===== config.mk =====
export PLATFORM = sky130hd
export DESIGN_NAME = modexp_seq
export DESIGN_NICKNAME = d
export VERILOG_FILES = /design/src/rtl/modexp_seq.sv
export SDC_FILE = /design/constraint.sdc
export NUM_CORES = 1
export LEC_CHECK = 0
export ABC_AREA = 1
export BUFFER_PORTS_ARGS = -buffer_cell sky130_fd_sc_hd__clkbuf_2
export CORE_MARGIN = 8
export CORE_UTILIZATION = 62
export CTS_CLUSTER_SIZE = 28
export DETAILED_ROUTE_END_ITERATION = 8
export GPL_ROUTABILITY_DRIVEN = 1
export PLACE_DENSITY = 0.82
export SLEW_MARGIN = 20
export SYNTH_ARGS = -nofsm -noshare
export SYNTH_HDL_FRONTEND = slang
export SYNTH_SLANG_ARGS = --single-unit

===== constraint.sdc =====
create_clock -name clk -period 14.9 [get_ports clk]
set_input_delay 2.235 -clock clk [delete_from_list [all_inputs] [get_ports clk]]
set_output_delay 2.235 -clock clk [all_outputs]
set_load 0.05 [all_outputs]

===== src/rtl/modexp_seq.sv =====
// Sequential modular exponentiation: result = base^exp mod mod, right-to-left
// square-and-multiply over a bit-serial interleaved modular multiplier.
module modexp_seq #(
    parameter int W = 32
) (
    input  logic         clk,
    input  logic         rst_n,
    input  logic         start_i,
    input  logic [W-1:0] base_i,
    input  logic [W-1:0] exp_i,
    input  logic [W-1:0] mod_i,
    output logic [W-1:0] result_o,
    output logic         busy_o,
    output logic         done_o,
    output logic         err_o
);

    localparam int CW = (W > 1) ? $clog2(W) : 1;
    localparam int AW = W + 2;
    localparam logic [CW-1:0] CNT_MAX = CW'(W - 1);

    typedef enum logic [2:0] {
        S_IDLE,
        S_RED,
        S_CHK,
        S_MUL,
        S_SQR,
        S_DONE
    } state_t;

    state_t         state_q, state_d;
    logic [W-1:0]   a_q, a_d;
    logic [W-1:0]   e_q, e_d;
    logic [W-1:0]   m_q, m_d;
    logic [W-1:0]   r_q, r_d;
    logic [W-1:0]   b_q, b_d;
    logic [AW-1:0]  acc_q, acc_d;
    logic [CW-1:0]  cnt_q, cnt_d;
    logic [W-1:0]   result_q, result_d;
    logic           err_q, err_d;

    // Multiplier operand routing: X is consumed MSB first, Y must be < M
    // (RED uses Y = 1 so an unreduced base can sit on the X side).
    logic [W-1:0]   x_op, y_op;
    logic           x_bit;
    logic [AW-1:0]  m_ext, sum, t1, t2;

    always_comb begin
        x_op = a_q;
        y_op = W'(1);
        unique case (state_q)
            S_MUL: begin
                x_op = r_q;
                y_op = b_q;
            end
            S_SQR: begin
                x_op = b_q;
                y_op = b_q;
            end
            default: begin
                x_op = a_q;
                y_op = W'(1);
            end
        endcase
    end

    // acc_q < M < 2^W, so the shift cannot overflow AW bits; sum < 3M.
    always_comb begin
        x_bit = x_op[cnt_q];
        m_ext = {2'b00, m_q};
        sum   = (acc_q << 1) + (x_bit ? {2'b00, y_op} : '0);
        t1    = (sum >= m_ext) ? (sum - m_ext) : sum;
        t2    = (t1 >= m_ext) ? (t1 - m_ext) : t1;
    end

    always_ff @(posedge clk or negedge rst_n) begin
        if (!rst_n) begin
            state_q  <= S_IDLE;
            a_q      <= '0;
            e_q      <= '0;
            m_q      <= '0;
            r_q      <= '0;
            b_q      <= '0;
            acc_q    <= '0;
            cnt_q    <= '0;
            result_q <= '0;
            err_q    <= 1'b0;
        end else begin
            state_q  <= state_d;
            a_q      <= a_d;
            e_q      <= e_d;
            m_q      <= m_d;
            r_q      <= r_d;
            b_q      <= b_d;
            acc_q    <= acc_d;
            cnt_q    <= cnt_d;
            result_q <= result_d;
            err_q    <= err_d;
        end
    end

    always_comb begin
        state_d  = state_q;
        a_d      = a_q;
        e_d      = e_q;
        m_d      = m_q;
        r_d      = r_q;
        b_d      = b_q;
        acc_d    = acc_q;
        cnt_d    = cnt_q;
        result_d = result_q;
        err_d    = err_q;

        unique case (state_q)
            S_IDLE: begin
                if (start_i) begin
                    a_d   = base_i;
                    e_d   = exp_i;
                    m_d   = mod_i;
                    b_d   = '0;
                    acc_d = '0;
                    cnt_d = CNT_MAX;
                    err_d = 1'b0;
                    if (mod_i == '0) begin
                        err_d    = 1'b1;
                        result_d = '0;
                        r_d      = '0;
                        state_d  = S_DONE;
                    end else begin
                        r_d     = (mod_i == W'(1)) ? '0 : W'(1);
                        state_d = S_RED;
                    end
                end
            end
            S_RED, S_MUL, S_SQR: begin
                acc_d = t2;
                cnt_d = cnt_q - 1'b1;
                if (cnt_q == '0) begin
                    acc_d   = '0;
                    cnt_d   = CNT_MAX;
                    state_d = S_CHK;
                    if (state_q == S_MUL) begin
                        r_d = t2[W-1:0];
                        e_d = {e_q[W-1:1], 1'b0};
                    end else if (state_q == S_SQR) begin
                        b_d = t2[W-1:0];
                        e_d = e_q >> 1;
                    end else begin
                        b_d = t2[W-1:0];
                    end
                end
            end
            S_CHK: begin
                acc_d = '0;
                cnt_d = CNT_MAX;
                if (e_q == '0) begin
                    result_d = r_q;
                    state_d  = S_DONE;
                end else if (e_q[0]) begin
                    state_d = S_MUL;
                end else begin
                    state_d = S_SQR;
                end
            end
            S_DONE: begin
                state_d = S_IDLE;
            end
            default: begin
                state_d = S_IDLE;
            end
        endcase
    end

    assign busy_o   = (state_q == S_RED) || (state_q == S_CHK) ||
                      (state_q == S_MUL) || (state_q == S_SQR);
    assign done_o   = (state_q == S_DONE);
    assign result_o = result_q;
    assign err_o    = err_q;

endmodule


# Word-level counts from Yosys, hierarchy flattened
# Cells that the tools add are included.
# W data, S select, Z words.
[totals]
ff_bits = 234
in_bits = 99
output_inout_bits = 35
elab_cells = 91
[op_classes]
add_sub_neg = 4
magnitude_cmp = 3
eq_ne = 14
n_mux = 39
reduce_logical = 20
[ops]
columns = ["operator", "count"]
rows = [
  ["$mux W32", 15],
  ["$pmux W32 S2", 5],
  ["$mux W33", 3],
  ["$pmux W33 S3", 1],
  ["$ge A34 B32 Y1", 2],
  ["$logic_not A32 Y1", 2],
  ["$add A34 B32 Y34", 1],
  ["$mux W34", 1],
  ["$sub A34 B32 Y34", 1],
  ["$sub A33 B32 Y33", 1],
  ["$eq A32 B1 Y1 const B", 1],
  ["$reduce_and A4 Y1", 4],
  ["$mux W3", 5],
  ["$pmux W5 S3", 1],
  ["$ne A2 B2 Y1 const B", 7],
  ["$mux W5", 2],
  ["$pmux W3 S3", 1],
  ["$eq A3 B2 Y1 const B", 2],
  ["$eq A3 B3 Y1 const B", 2],
  ["$lt A5 B6 Y1 const B", 1],
  ["$reduce_and A2 Y1", 3],
  ["$bmux W1 S5", 1],
  ["$logic_not A5 Y1", 1],
  ["$reduce_and A5 Y1", 1],
  ["10 further kinds", 16],
]

# Logic depth before layout (Yosys ltp)
# Gate-level depths: netlist (run 1).
[logic_depth]
depth_word = 13
ltp_mapped = 61

# Worst setup path before layout (run 1)
# OpenSTA, ideal clock, no wires.
[synth_path]
path_kind = "flip-flop to flip-flop"
start = "reg state_q[2]"
end = "reg b_q[28]"
setup_time_ns = 0.066
arrival_time_ns = 7.082
t_required_ns = 14.834
setup_slack_ns = 7.753
stages_incl_launch_ff = 53
period_less_slack_ns = 7.147
cell_sequence = "dfrtp_1 buf_2 nor2_2 nor2_1 buf_4 buf_4 nand2_1 nand4_1 nand3_1 nand3_1 nand3_1 nand3_1 nand2_1 buf_2 nor2_1 ha_1 fa_1 nand3_1 (+17 left out) inv_2 buf_4 nand2_1 nand2_1 ha_1 fa_1 o21ai_0 nand2_1 nand2_1 nand2_1 nand2_1 a21oi_1 o21ai_0 a21oi_1 or2_2 nand3_1 nand4_1 nand2_1"
[synth_between]
elab_chain_cells = 13
[synth_lines]
columns = ["item", "line", "text"]
rows = [
  ["start, declared", "31", "state_t state_q, state_d;"],
  ["start signal, assigned", "89", "state_q <= state_d;"],
  ["$eq A3 B3 Y1 / $eq A3 B2 Y1 (equally long branches)", "51, 114, 142", ""],
  ["$pmux W32 S2", "51", "unique case (state_q)"],
  ["$bmux W1 S5", "69", "x_bit = x_op[cnt_q];"],
  ["$mux W1 (implied by the code)", "69", ""],
  ["$mux W32", "71", "sum = (acc_q << 1) + (x_bit ? {2'b00, y_op} : '0);"],
  ["$add A34 B32 Y34", "71", ""],
  ["$sub A34 B32 Y34 / $ge A34 B32 Y1 (equally long branches)", "72", "t1 = (sum >= m_ext) ? (sum - m_ext) : sum;"],
  ["$mux W34", "72", ""],
  ["$sub A33 B32 Y33 / $ge A34 B32 Y1 (equally long branches)", "73", "t2 = (t1 >= m_ext) ? (t1 - m_ext) : t1;"],
  ["$mux W33", "73", ""],
  ["$mux W32", "142", "if (state_q == S_MUL) begin"],
  ["$mux W32", "138", "if (cnt_q == '0) begin"],
  ["$pmux W32 S2", "114", "unique case (state_q)"],
  ["end signal, assigned", "83", "b_q <= '0;"],
  ["end signal, assigned", "94", "b_q <= b_d;"],
  ["end, declared", "36", "logic [W-1:0] b_q, b_d;"],
]
# Parallel ways exist; a longest one is shown, timed or not. The select of a mux whose other input is x is not followed.
# A chain may end at the register's enable or synchronous reset.

# Final worst setup path (run 1)
[layout_path]
start = "reg state_q[0]"
end = "reg r_q[22]"
[layout_between]
elab_chain_cells = 13
[layout_lines]
columns = ["item", "line", "text"]
rows = [
  ["$eq A3 B3 Y1 / $eq A3 B2 Y1 (equally long branches)", "51, 114, 142", ""],
  ["$pmux W32 S2", "51", ""],
  ["$bmux W1 S5", "69", ""],
  ["$mux W1 (implied by the code)", "69", ""],
  ["$mux W32", "71", ""],
  ["$add A34 B32 Y34", "71", ""],
  ["$sub A34 B32 Y34 / $ge A34 B32 Y1 (equally long branches)", "72", ""],
  ["$mux W34", "72", ""],
  ["$sub A33 B32 Y33 / $ge A34 B32 Y1 (equally long branches)", "73", ""],
  ["$mux W33", "73", ""],
  ["$mux W32", "142", ""],
  ["$mux W32", "138", ""],
  ["$pmux W32 S2", "114", ""],
  ["end signal, assigned", "93", "r_q <= r_d;"],
  ["end, declared", "35", "logic [W-1:0] r_q, r_d;"],
]
# Parallel ways exist; a longest one is shown, timed or not. The select of a mux whose other input is x is not followed.

==> results of run 1 <==
-- cell type report --
| type | count | area, um2 |
|---|---|---|
| fill | 2330 | 8600 |
| clock inverter | 12 | 190 |
| tap | 346 | 433 |
| clock buffer | 33 | 727 |
| inverter | 245 | 920 |
| timing repair buffer | 148 | 801 |
| multi-input combinational | 1979 | 9950 |
| sequential | 234 | 5860 |
-- registers in the layout, summed over array words and instances, names as in the netlist --
register  flops
r_q          32
e_q          32
err_o         1
a_q          32
b_q          32
acc_q        33
state_q       3
m_q          32
result_o     32
cnt_q         5
-- logic make-up (layout without fill, tap and decap cells) --
| group | Yosys count | count (layout) | share of synthesized area |
|---|---|---|---|
| simple gates | 1410 | 1410 | 0.338 |
| compound gates | 391 | 391 | 0.127 |
| buf+inv | 338 | 438 | 0.0788 |
| flops | 234 | 234 | 0.342 |
| fa+ha+maj | 99 | 99 | 0.0737 |
| xor+xnor | 79 | 79 | 0.0404 |
-- per-layer routing --
metal,track usage,vias up,wire (um)
met2,0.552,879,26000
met1,0.448,8124,23800
met4,0.129,0,2360
met3,0.0567,150,4950
li1,-,8376,-
met5,0,-,0
-- worst min-delay path by stage --
stage / startpoint / slack (ps) / end
after global routing: result_o[29] / 510 / result_o[29]
final: result_o[8] / 480 / result_o[8]
after floorplan: b_q[23] / 450 / b_q[23]
after CTS: result_o[8] / 490 / result_o[8]
after global placement: err_o / 460 / err_o
after detailed placement: a_q[31] / 470 / a_q[31]
-- per-stage QoR --
step                 util  cells  setup WS (ps)  hold slack, ps
floorplan               -   2551           7750             449
global placement    0.653   2951           4550             462
detailed placement  0.653   2951           4380             469
CTS                 0.686   2996           4300             488
global route        0.687   2997           3210             510
finish              0.687   2997           4070             483
-- worst min-delay path: cells and delay by family, from the launching register on --
family	cells	cell delay [ps]
flip-flops	1	340
AND/OR/NAND/NOR	1	50
AO/OA/AOI/OAI	1	60
-- synthesized netlist by cell type (4+ instances only) --
library cell / count / area, um2
sky130_fd_sc_hd__xnor2_1: 38 / 333
sky130_fd_sc_hd__dfrtp_1: 234 / 5860
sky130_fd_sc_hd__o21ai_0: 199 / 996
sky130_fd_sc_hd__ha_1: 96 / 1200
sky130_fd_sc_hd__buf_6: 5 / 56.3
sky130_fd_sc_hd__nor2_2: 5 / 31.3
sky130_fd_sc_hd__nor2_1: 159 / 597
sky130_fd_sc_hd__nor3_1: 21 / 105
sky130_fd_sc_hd__o31ai_1: 4 / 30.0
sky130_fd_sc_hd__o211ai_1: 4 / 30.0
sky130_fd_sc_hd__a21boi_0: 5 / 37.5
sky130_fd_sc_hd__o21a_1: 5 / 37.5
sky130_fd_sc_hd__a21o_1: 12 / 90.1
sky130_fd_sc_hd__nand3_1: 127 / 636
sky130_fd_sc_hd__nand2_1: 1002 / 3760
sky130_fd_sc_hd__buf_2: 18 / 90.1
sky130_fd_sc_hd__xor2_1: 41 / 359
sky130_fd_sc_hd__buf_4: 5 / 37.5
sky130_fd_sc_hd__nor4_1: 23 / 144
sky130_fd_sc_hd__nand4_1: 43 / 269
sky130_fd_sc_hd__o21bai_1: 13 / 97.6
sky130_fd_sc_hd__nand3b_1: 5 / 37.5
sky130_fd_sc_hd__nand2_2: 7 / 43.8
sky130_fd_sc_hd__o21ai_2: 12 / 105
sky130_fd_sc_hd__inv_2: 6 / 22.5
sky130_fd_sc_hd__inv_1: 235 / 882
sky130_fd_sc_hd__clkbuf_1: 62 / 233
sky130_fd_sc_hd__and2_1: 4 / 25.0
sky130_fd_sc_hd__clkinv_1: 4 / 15.0
sky130_fd_sc_hd__or2_2: 5 / 31.3
sky130_fd_sc_hd__a21oi_1: 111 / 556
sky130_fd_sc_hd__a31oi_1: 8 / 50.1
==> impl_metrics.ini, run 1 <==
[synthesis]
synth.ff_latch_count = 234
yosysUniqueCellTypes = 49
synth_edf_count = 0
post_synth_inst_count = 2551
yosys_most_used_dff = sky130_fd_sc_hd__dfrtp_1
synthArstFlopShare = 1.00
syn-num-nets = 2749
syn_avg_cell_area_um2 = 6.71
summed_instance_area_of_the_synthesized_netlist_um2 = 17100
synthesis.yosys.warnings = 0
yosysSeqAreaShare = 0.342

[cells_and_area]
commonest_non_fill_non_tap_cell_in_the_layout = sky130_fd_sc_hd__nand2_1
final_net_count = 2832
postLayoutCellArea_um2 = 18900
post_route_cells_drive_above_1_share = 0.0928
area_growth_syn_to_layout_pct = 10.3
antenna-diode-count = 0
final_cell_mix = 1,001 x sky130_fd_sc_hd__nand2_1, 234 x sky130_fd_sc_hd__inv_1, 234 x sky130_fd_sc_hd__dfrtp_1

[routing]
wire_per_inst_um = 19.1
drt-initial-drc-count = 2085
number_of_vias_in_the_routed_layout = 17500
vias_per_cell = 5.85
drt_pre_antenna_iters = 6
wl_um = 57200
antenna_violating_nets_post_route = 0
route.detailed.drc = 0

[floorplanning]
io-pin-count = 134
initial_core_utilization = 0.623
core_area_um2 = 27500
floorplan.rows = 61
die_w_um = 182
die-area_um2 = 33200
chipHeight_um = 182

[worst_setup_path]
critical_path_cell_count = 52
logic_depth_of_the_worst_register_to_register_path = 52
worstPathRequired_ps = 15380
worst-setup-path-type = register to register
crit_buf_inv = 8
regToRegEndpoint = r_q[22]
cp_data_arrival_time_ps = 11310
slowest_library_cell_on_the_worst_path = sky130_fd_sc_hd__nand2_1
crit_path_max_fanout = 44
worst_path_largest_cell_delay_ps = 810
critical-path-top-delay-family = simple AND/OR/NAND/NOR gates
critPathLaunchType = register
crit_end = r_q[22]
path_common_cell = sky130_fd_sc_hd__nand2_1
ff2ff_setup_slack_ps = 4070
critPathCaptureType = register
r2r_start = state_q[0]
startpoint = state_q[0]

[clocking]
max-clock-path-buffers = 3
holdBufCountCts = 0
cts.root.buffer_cell = sky130_fd_sc_hd__clkbuf_16
cts_num_sinks = 234
post_cts_buffers = 0
htree_num_levels = 1
clk_latency_ps = 550
cts.clk_slew.worst_paths_ps = 60
cts-buffers-inserted = 26
tritoncts = done
cts_resized = 0

[sta]
setup_violations = 0
rsz0062_at_grt = false
min_period_over_period = 0.727
min_period_ps = 10830
setup_tns_ps = 0
max_clock_freq_mhz = 92.3
timing_worst_slew_pin_value_ps = 1110
fin_worst_skew_ps = 14.3
finalMaxSlewViolations = 0
slew-limit-headroom = 0.261
hold_viol_final = 0

[min_path]
worstHoldPathType = register to register
min_delay_path_depth = 2

[grt]
globalRouteTotalUtil = 0.339
via_count_of_the_first_global_routing_pass = 16600
grt_antenna_before_repair = 0
grt_pass1_wl_um = 90600
pin_count_of_the_biggest_net_entering_global_routing = 97
overflow = 0

[placed_design]
post_dp_cell_area_um2 = 17900
final_weighted_congestion_of_routability_driven_global_placement = 1.05
numPortBuffers = 133
hpwlAfterDp_um = 44600

[flow_run]
max_cap_viol_count = 0

[run_status]
run_status = completed
Power of run 1 is not shown: default switching activity piles up to over one toggle a cycle in this logic, so the estimate is an artifact.
==> run 2: changes to the inputs <==
--- a/config.mk
+++ b/config.mk
@@ -5,14 +5,14 @@
 export SDC_FILE = /design/constraint.sdc
 export NUM_CORES = 1
 export LEC_CHECK = 0
-export ABC_AREA = 1
+export ABC_AREA = 0
 export BUFFER_PORTS_ARGS = -buffer_cell sky130_fd_sc_hd__clkbuf_2
 export CORE_MARGIN = 8
-export CORE_UTILIZATION = 62
+export CORE_UTILIZATION = 61
 export CTS_CLUSTER_SIZE = 28
 export DETAILED_ROUTE_END_ITERATION = 8
 export GPL_ROUTABILITY_DRIVEN = 1
-export PLACE_DENSITY = 0.82
+export PLACE_DENSITY = 0.81
 export SLEW_MARGIN = 20
 export SYNTH_ARGS = -nofsm -noshare
 export SYNTH_HDL_FRONTEND = slang
==> constraint.sdc (replaced) <==
create_clock -name clk -period 11.2 [get_ports clk]
set_input_delay 1.68 -clock clk [delete_from_list [all_inputs] [get_ports clk]]
set_output_delay 1.68 -clock clk [all_outputs]
set_load 0.05 [all_outputs]
==> impl_metrics.ini, run 2 <==
[run_status]
run_status = completed

[grt]
via_count_of_the_first_global_routing_pass = 14400
overflow = 0
pin_count_of_the_biggest_net_entering_global_routing = 112
grt_antenna_before_repair = 0
globalRouteTotalUtil = 0.298
grt_pass1_wl_um = 76700

[synthesis]
synth.most_common_cell = sky130_fd_sc_hd__nand2_1
synth_largest_type_area_fraction = 0.361
syn-num-nets = 2118
yosys_most_used_dff = sky130_fd_sc_hd__dfrtp_1
yosysUniqueCellTypes = 91
post_synth_inst_count = 1920
post_synthesis_cell_type_with_the_largest_combined_area = sky130_fd_sc_hd__dfrtp_1
synth.ff_latch_count = 234
summed_instance_area_of_the_synthesized_netlist_um2 = 16200
synth_top_cells_by_count = 376 x sky130_fd_sc_hd__nand2_1, 234 x sky130_fd_sc_hd__dfrtp_1, 158 x sky130_fd_sc_hd__o21ai_0
yosysSeqAreaShare = 0.361
synthesis.yosys.warnings = 0
syn_avg_cell_area_um2 = 8.44
synth.top_cells.by_area = sky130_fd_sc_hd__dfrtp_1 36%, sky130_fd_sc_hd__nand2_1 8.7%, sky130_fd_sc_hd__ha_1 7.4%, sky130_fd_sc_hd__o21ai_0 4.9%, sky130_fd_sc_hd__xnor2_1 3.2%
synth_edf_count = 0
synthArstFlopShare = 1.00

[cells_and_area]
commonest_non_fill_non_tap_cell_in_the_layout = sky130_fd_sc_hd__nand2_1
final_cell_mix = 375 x sky130_fd_sc_hd__nand2_1, 234 x sky130_fd_sc_hd__dfrtp_1, 157 x sky130_fd_sc_hd__o21ai_0
postLayoutCellArea_um2 = 18100
regArea_um2 = 5860
post_route_cells_drive_above_1_share = 0.141
area_growth_syn_to_layout_pct = 11.8
multi_input_area_um2 = 9740
register_with_the_most_flip_flops = acc_q
stdcell_count = 2365
layout.filler_cells = 2121
antenna-diode-count = 0
final_net_count = 2209
largest_register_ff_count = 33

[routing]
route.detailed.drc = 0
drt-initial-drc-count = 1718
drt_pre_antenna_iters = 7
wire_per_inst_um = 20.7
wl_um = 49000
antenna_violating_nets_post_route = 0
number_of_vias_in_the_routed_layout = 15300
vias_per_cell = 6.47

[worst_setup_path]
critical_path_cell_count = 39
worst_path_largest_cell_delay_ps = 600
r2r_start = state_q[2]
worstPathRequired_ps = 11640
critPathLaunchType = register
critical-path-top-delay-family = compound AO/OA/AOI/OAI gates
regToRegEndpoint = r_q[3]
crit_end = r_q[3]
slowest_library_cell_on_the_worst_path = sky130_fd_sc_hd__nor4_1
crit_buf_inv = 3
ff2ff_setup_slack_ps = 450
cp_data_arrival_time_ps = 11180
logic_depth_of_the_worst_register_to_register_path = 39
critPathCaptureType = register
startpoint = state_q[2]
worst-setup-path-type = register to register
crit_path_max_fanout = 31

[floorplanning]
chipHeight_um = 179
io-pin-count = 134
die-area_um2 = 32000
die_w_um = 179
initial_core_utilization = 0.622
floorplan.rows = 59
core_area_um2 = 26100

[sta]
timing_worst_slew_pin_value_ps = 1110
setup_violations = 0
finalMaxSlewViolations = 0
slew-limit-headroom = 0.261
worst_slack_ps = 454
fin_worst_skew_ps = 22.9
hold_viol_final = 0
max_clock_freq_mhz = 93.1
min_period_over_period = 0.959
min_period_ps = 10750

[clocking]
cts-buffers-inserted = 26
clk_latency_ps = 570
cts_num_sinks = 234
cts.clk_slew.worst_paths_ps = 70
tritoncts = done
cts.root.buffer_cell = sky130_fd_sc_hd__clkbuf_16
max-clock-path-buffers = 3
htree_num_levels = 1

[flow_run]
max_cap_viol_count = 0

[placed_design]
place_worst_setup_slack_ps = 479
post_dp_cell_area_um2 = 17100
numPortBuffers = 133
dp_cells = 2314
hpwlAfterDp_um = 36000
final_weighted_congestion_of_routability_driven_global_placement = 1.03

[min_path]
worstHoldPathType = register to register
==> run 2: cell types whose count changed in the layout (fill, tap and decap cells not counted), moves of 40 or more <==
cell / before / now
sky130_fd_sc_hd__nand2_1: 1001 / 375
sky130_fd_sc_hd__inv_1: 234 / 55
sky130_fd_sc_hd__nand3_1: 127 / 60
sky130_fd_sc_hd__a22o_1: 0 / 56
sky130_fd_sc_hd__nor2_1: 156 / 106
sky130_fd_sc_hd__o21ai_0: 199 / 157
sky130_fd_sc_hd__and3_1: 2 / 42
==> run 2: worst min path at each step <==
stage | start | endpoint | slack [ps] | cells past startpoint
after CTS | result_o[28] | result_o[28] | 490 | 2
after global placement | a_q[21] | a_q[21] | 460 | 2
final | result_o[9] | result_o[9] | 480 | 2
after floorplan | a_q[21] | a_q[21] | 440 | 2
after detailed placement | a_q[21] | a_q[21] | 460 | 2
after global routing | result_o[19] | result_o[19] | 500 | 2
==> run 2: worst register-to-register path, delay by kind of cell (launching register included) <==
family,cells,cell delay (ps)
adders and majority gates,4,1400
buffers and inverters,3,760
muxes,2,800
xor gates and xnor gates,1,210
and+or+nand+nor,10,2700
AOI/OAI and AO/OA,19,4370
DFF,1,420
==> run 2: repair_timing <==
item                                    CTS  global route
setup buffers                             0             1
endpoints found under the setup margin    0            96
resized for setup                         0             6
hold buffers                              0             0
==> run 2: final cells by class <==
| type | count | share of cell area |
|---|---|---|
| Inverter | 56 | 0.0116 |
| Sequential cell | 234 | 0.323 |
| Multi-Input combinational cell | 1523 | 0.538 |
| Timing Repair Buffer | 170 | 0.0537 |
| Tap cell | 335 | 0.0231 |
| Clock buffer | 28 | 0.0374 |
| Clock inverter | 19 | 0.0132 |
==> run 2: stage by stage <==
stage	hold WS (ps)	setup TNS [ps]	util
2_1_floorplan	437	0	-
3_3_place_gp	461	0	0.657
3_5_place_dp	463	0	0.657
4_1_cts	486	0	0.692
5_1_grt	504	-3.36	0.695
6_report	485	0	0.695
==> run 2: kinds of logic after synthesis <==
logic type | synth area share
and+or+nand+nor | 0.192
AOI/OAI and AO/OA | 0.248
DFF | 0.361
buffers and inverters | 0.0422
adders and majority gates | 0.0778
xor gates and xnor gates | 0.0453
muxes | 0.0334
==> run 2: per-layer routing <==
layer  global-route usage  routed length, um  up-vias
li1                     -                  -     7132
met3               0.0545               4980      117
met2                0.445              21000      858
met5                    0                  0        -
met4                0.101               1620        0
met1                0.428              21400     7200
Power of run 2 is left out for the same reason.
